`src/rtl/detect_sched.sv`:
```
// Round-robin scheduler sharing one symbol detector between two requesters:
// clears the detector, streams the granted burst into it and counts hits.
module detect_sched (
    input  logic       clk_i,
    input  logic       reset_i,
    input  logic [1:0] req_i,
    input  logic [3:0] len0_i,
    input  logic [3:0] len1_i,
    input  logic [1:0] sym0_i,
    input  logic [1:0] sym1_i,
    output logic [1:0] gnt_o,
    output logic       det_clr_o,
    output logic [1:0] det_num_o,
    input  logic       det_ans_i,
    output logic       done_o,
    output logic       done_id_o,
    output logic [3:0] hit_cnt_o
);

    localparam logic [2:0] S_IDLE  = 3'd0;
    localparam logic [2:0] S_CLR   = 3'd1;
    localparam logic [2:0] S_FEED  = 3'd2;
    localparam logic [2:0] S_DRAIN = 3'd3;
    localparam logic [2:0] S_DONE  = 3'd4;

    logic [2:0] state_q, state_d;
    logic       id_q, id_d;
    logic       last_q, last_d;
    logic [3:0] len_q, len_d;
    logic [3:0] cnt_q, cnt_d;
    logic [3:0] hit_q, hit_d;
    logic       win_s;

    logic [1:0] gnt_q;
    logic       det_clr_q;
    logic       done_q;
    logic       done_id_q;
    logic [3:0] hit_out_q;

    // Next-state logic: arbitration, burst sequencing and hit accumulation
    always_comb begin
        state_d = state_q;
        id_d    = id_q;
        last_d  = last_q;
        len_d   = len_q;
        cnt_d   = cnt_q;
        hit_d   = hit_q;
        win_s   = 1'b0;
        case (state_q)
            S_IDLE: begin
                if (req_i != 2'b00) begin
                    win_s   = (req_i == 2'b11) ? ~last_q : req_i[1];
                    id_d    = win_s;
                    last_d  = win_s;
                    len_d   = win_s ? len1_i : len0_i;
                    state_d = S_CLR;
                end else begin
                    state_d = S_IDLE;
                end
            end
            S_CLR: begin
                cnt_d = 4'd0;
                hit_d = 4'd0;
                if (len_q == 4'd0) begin
                    state_d = S_DONE;
                end else begin
                    state_d = S_FEED;
                end
            end
            S_FEED: begin
                cnt_d = cnt_q + 4'd1;
                // det_ans lags det_num by one cycle, so the first FEED sample is stale
                if ((cnt_q != 4'd0) && det_ans_i) begin
                    hit_d = hit_q + 4'd1;
                end else begin
                    hit_d = hit_q;
                end
                if (cnt_q == (len_q - 4'd1)) begin
                    state_d = S_DRAIN;
                end else begin
                    state_d = S_FEED;
                end
            end
            S_DRAIN: begin
                if (det_ans_i) begin
                    hit_d = hit_q + 4'd1;
                end else begin
                    hit_d = hit_q;
                end
                state_d = S_DONE;
            end
            S_DONE: begin
                state_d = S_IDLE;
            end
            default: begin
                state_d = S_IDLE;
            end
        endcase
    end

    // State, burst context and registered outputs
    always_ff @(posedge clk_i) begin
        if (reset_i) begin
            state_q   <= S_IDLE;
            id_q      <= 1'b0;
            last_q    <= 1'b1;
            len_q     <= 4'd0;
            cnt_q     <= 4'd0;
            hit_q     <= 4'd0;
            gnt_q     <= 2'b00;
            det_clr_q <= 1'b0;
            done_q    <= 1'b0;
            done_id_q <= 1'b0;
            hit_out_q <= 4'd0;
        end else begin
            state_q   <= state_d;
            id_q      <= id_d;
            last_q    <= last_d;
            len_q     <= len_d;
            cnt_q     <= cnt_d;
            hit_q     <= hit_d;
            gnt_q     <= (state_d == S_FEED) ? (id_d ? 2'b10 : 2'b01) : 2'b00;
            det_clr_q <= (state_d == S_CLR);
            done_q    <= (state_d == S_DONE);
            done_id_q <= (state_d == S_DONE) ? id_d : 1'b0;
            hit_out_q <= (state_d == S_DONE) ? hit_d : 4'd0;
        end
    end

    // Symbol path: the requester's current symbol passes straight through while granted
    always_comb begin
        if (gnt_q[1]) begin
            det_num_o = sym1_i;
        end else if (gnt_q[0]) begin
            det_num_o = sym0_i;
        end else begin
            det_num_o = 2'b00;
        end
    end

    assign gnt_o     = gnt_q;
    assign det_clr_o = det_clr_q | reset_i;
    assign done_o    = done_q;
    assign done_id_o = done_id_q;
    assign hit_cnt_o = hit_out_q;

endmodule

```
`config.mk`:
```
export PLATFORM = sky130hd
export DESIGN_NAME = detect_sched
export DESIGN_NICKNAME = d
export VERILOG_FILES = /design/src/rtl/detect_sched.sv
export SDC_FILE = /design/constraint.sdc
export NUM_CORES = 1
export LEC_CHECK = 0
export ABC_AREA = 0
export BUFFER_PORTS_ARGS = -buffer_cell sky130_fd_sc_hd__clkbuf_2
export CORE_MARGIN = 2
export CORE_UTILIZATION = 42
export DETAILED_ROUTE_END_ITERATION = 7
export PLACE_DENSITY = 0.69
export SETUP_SLACK_MARGIN = 0.4
export SYNTH_ARGS = -nofsm -noshare
export SYNTH_HDL_FRONTEND = slang
export SYNTH_SLANG_ARGS = --single-unit
```
`constraint.sdc`:
```
create_clock -name clk_i -period 3.5 [get_ports clk_i]
set_clock_uncertainty 0.15 [all_clocks]
set_input_delay 0.175 -clock clk_i [delete_from_list [all_inputs] [get_ports clk_i]]
set_output_delay 0.175 -clock clk_i [all_outputs]
set_load 0.01 [all_outputs]
```
==> key figures <==
Run status
  – Status: complete, no violations

Setup path
  – Setup crit end kind: flop
  – CP Class: reg2reg
  – Worst-path maximum fanout: 6
  – CP Launch Type: flop
  – WP data arrival: 1.93 ns
  – Crit. Startpoint: len_q[0]
  – Reg2Reg Setup Slack: 1.64 ns
  – Path depth of the worst reg2reg path: 7
  – CP Capture Point: hit_cnt_o[3]
  – Req. time, crit path: 3.56 ns
  – Terminus of the critical flop-to-flop path: hit_cnt_o[3]
  – FF-to-FF Start: len_q[0]

Global routing
  – GRT Total Usage: 16.7%
  – Total global routing overflow: 0
  – Largest net degree at the start of global routing: 20
  – Vias in the first global route: ~1.0k
  – Initial antenna violation count: 0
  – Global-route wire length before repair: 4.45 mm

Clock network
  – Clock sinks: 26
  – Post-CTS sizing: 0
  – Worst-Skew Late Latency: 0.33 ns
  – Htree depth: 1
  – Number of buffers created by CTS: 3
  – Hold buffer count at CTS: 0
  – Max Root-Sink Buffers: 2
  – Postcts setup bufs: 0
  – Reg clk slew, reported paths: roughly 0.15 ns
  – CTS tree: built
  – Clk root buf: clkbuf_4

Drt
  – Vias: 1065
  – Drt via density: 5.43
  – Iter 0 DRT Violations: 25
  – Initial DRT Pass Iterations: 4
  – Post-route DRC: 0
  – Number of nets with antenna violations after routing: 0
  – Wire per inst: 13.3 um
  – Met2 routed WL: 1.27 mm
  – Met3 routed WL: 68 um
  – WL met1: 1.24 mm
  – Final wirelength: 2.61 mm
  – Top routing layer in use: met4

Synth
  – Leading area contributor after synthesis: dfxtp_1
  – Post-synth ARST share: 0%
  – Synthesized cell area: roughly 1300 um^2
  – Yosys top cell area share: between 40% and 50%
  – Yosys cell types: 43
  – Syn nets: 161
  – Post-synth EDFFs: 0
  – Post-Syn Instances: 140
  – Sequential area share after synthesis: 41.0%
  – Top post-synthesis cells by area: dfxtp_1 41%, nor2_1 4.7%, ha_1 3.9%, mux2i_1 3.9%, xnor2_1 2.8%
  – Main synth FF type: dfxtp_1
  – Yosys reg bits: 26
  – Synthesized area per cell: 9.07 um^2
  – Number of synthesis warnings: 0

Pwr
  – Sequential Power Share: about 49%
  – Cell-internal power: 0.000517 W
  – Worst VDD drop: 316 uV
  – Clk network pwr share: 28.4%
  – Logic pwr share: 22.5%
  – Sw frac: 29.5%
  – Power Dens Cells: 499 nW/um^2
  – Pleak: 0.627 nW
  – P_sw: roughly 0.00022 W

STA
  – Fin. Hold Viols: 0
  – Min Tclk post-route: about 1.9 ns
  – Worst-case headroom to the max-slew limit: 57.6%
  – Worst-margin pin slew: 0.635 ns
  – Setup TNS Final: 0 ns
  – Finish-stage setup viols: 0
  – FMAX: ~0.54 GHz
  – Max Transition Viols Final: 0
  – RSZ-0062 raised after global routing: false
  – Fin crit share: 53.2%

Floorplan
  – Starting Density: 45.3%
  – Std-Cell Rows: 19
  – Core ar.: around 2800 um^2
  – Die Width: 59.0 um
  – Die height: about 60 um
  – Top Ports: 28
  – Die area: 3480 um^2

Cells and area
  – Register area: 520 um^2
  – ANT cells: 0
  – Area occupied by multi-input gates: 697 um^2
  – Fillers: 269
  – Layout cells sized above 1: about 24%
  – Non-Filler Cell Area, Final: 1470 um^2
  – Area grow syn2layout: 15.8%
  – Final net count: 187

Placed design
  – Port bufs: 27
  – Placed Area: approximately 1400 um^2
  – DP HPWL: slightly below 2 mm
  – Placer congestion estimate: 0.754

Worst hold path
  – Kind of path behind the tightest hold check: in2reg

Job
  – Number of max-cap violations: 0
## cells in the final DEF (no fill, tap or decap), types with 2 or more instances in the layout
cell and instances:
a211oi_1 4, a21oi_1 6, and2_1 2, clkbuf_2 27, clkbuf_4 3, dfxtp_1 26, ha_1 4, inv_1 7
mux2i_1 5, nand2_1 8, nand2b_1 4, nand3_1 3, nand3b_1 2, nor2_1 16, nor2b_1 3, nor3_1 4
nor3_2 2, nor3b_1 2, o211ai_1 2, o21ai_0 4, o21ai_1 3, o31ai_1 2, xnor2_1 4, xor2_1 2
## cells in the mapped netlist (2+ instances only)
library cell	n
nand3b_1	2
o211ai_1	2
nor3_2	2
o31ai_1	2
ha_1	4
o21ai_0	4
buf_2	3
nor3b_1	2
inv_1	7
xnor2_1	4
a21oi_1	6
nand2_1	8
clkbuf_1	3
mux2i_1	5
nor2b_1	3
o21ai_1	3
and2_1	2
dfxtp_1	26
nand2b_1	4
nor2_1	16
xor2_1	2
a211oi_1	4
nand3_1	3
nor3_1	4
## state kept, by name, indices dropped and copies added, names as in the netlist
| signal | flops |
|---|---|
| gnt_o | 2 |
| cnt_q | 4 |
| len_q | 4 |
| last_q | 1 |
| hit_q | 4 |
| done_o | 1 |
| done_id_o | 1 |
| hit_cnt_o | 4 |
| state_q | 3 |
| id_q | 1 |
| det_clr_q | 1 |
## metrics by stage
step	utilization (%)	total power, W	worst slack (ns)	hold WS (ns)	cells
after floorplan	-	0.000488	1.80	0.215	140
after global placement	50.5	0.000524	1.67	0.341	192
after detailed placement	50.5	0.000531	1.65	0.366	192
after CTS	52.4	0.000741	1.66	0.0117	196
after global routing	52.4	0.000778	1.52	0.0306	196
final	52.4	0.000733	1.64	0.0227	196
## routing by layer
metal,vias to the layer above,GRT usage [%]
met5,-,0
met4,0,6.49
met3,4,2.84
met2,16,29.0
met1,504,20.4
li1,541,-
## cell families (layout without fill, tap and decap cells)
family                     after synthesis  after routing  synth area share (%)
muxes                                    5              5                  3.94
buffers and inverters                   13             38                  4.14
AOI/OAI and AO/OA                       32             32                  17.5
DFF                                     26             26                  41.0
adders and majority gates                4              4                  3.94
and+or+nand+nor                         54             54                  25.3
xor gates and xnor gates                 6              6                  4.14
## power by group through the flow
stage          clock network (W)  registers [W]  logic, W
6_report                0.000209       0.000360  0.000165
5_1_grt                 0.000228       0.000365  0.000186
4_1_cts                 0.000215       0.000359  0.000167
3_5_place_dp                   0       0.000365  0.000166
3_3_place_gp                   0       0.000364  0.000160
2_1_floorplan                  0       0.000350  0.000138
## how the worst min path moves through the flow
stage	from	end	slack [ns]	depth (start not counted)
after detailed placement	len0_i[2]	len_q[2]	0.37	3
after CTS	len0_i[2]	len_q[2]	0.01	3
after global routing	len0_i[3]	len_q[3]	0.03	3
final	len0_i[2]	len_q[2]	0.02	3
after global placement	hit_q[3]	hit_cnt_o[3]	0.34	2
after floorplan	req_i[0]	last_q	0.22	2
## worst max-delay path, cell delays in order, from the launching register on
cell      delay, ns
dfxtp_1        0.41
inv_1          0.06
ha_1           0.21
nor3b_1        0.16
o211ai_1       0.45
inv_1          0.14
nand3_1        0.11
o31ai_1        0.07
## area by class of cell
cell class	instances	area share (%)
Clock buffer	3	1.53
Clock inverter	1	2.04
Inverter	7	1.79
Multi-Input combinational cell	101	47.4
Sequential cell	26	35.4
Tap cell	31	2.64
Timing Repair Buffer	27	9.19
Power figures use the tool's default switching activity.
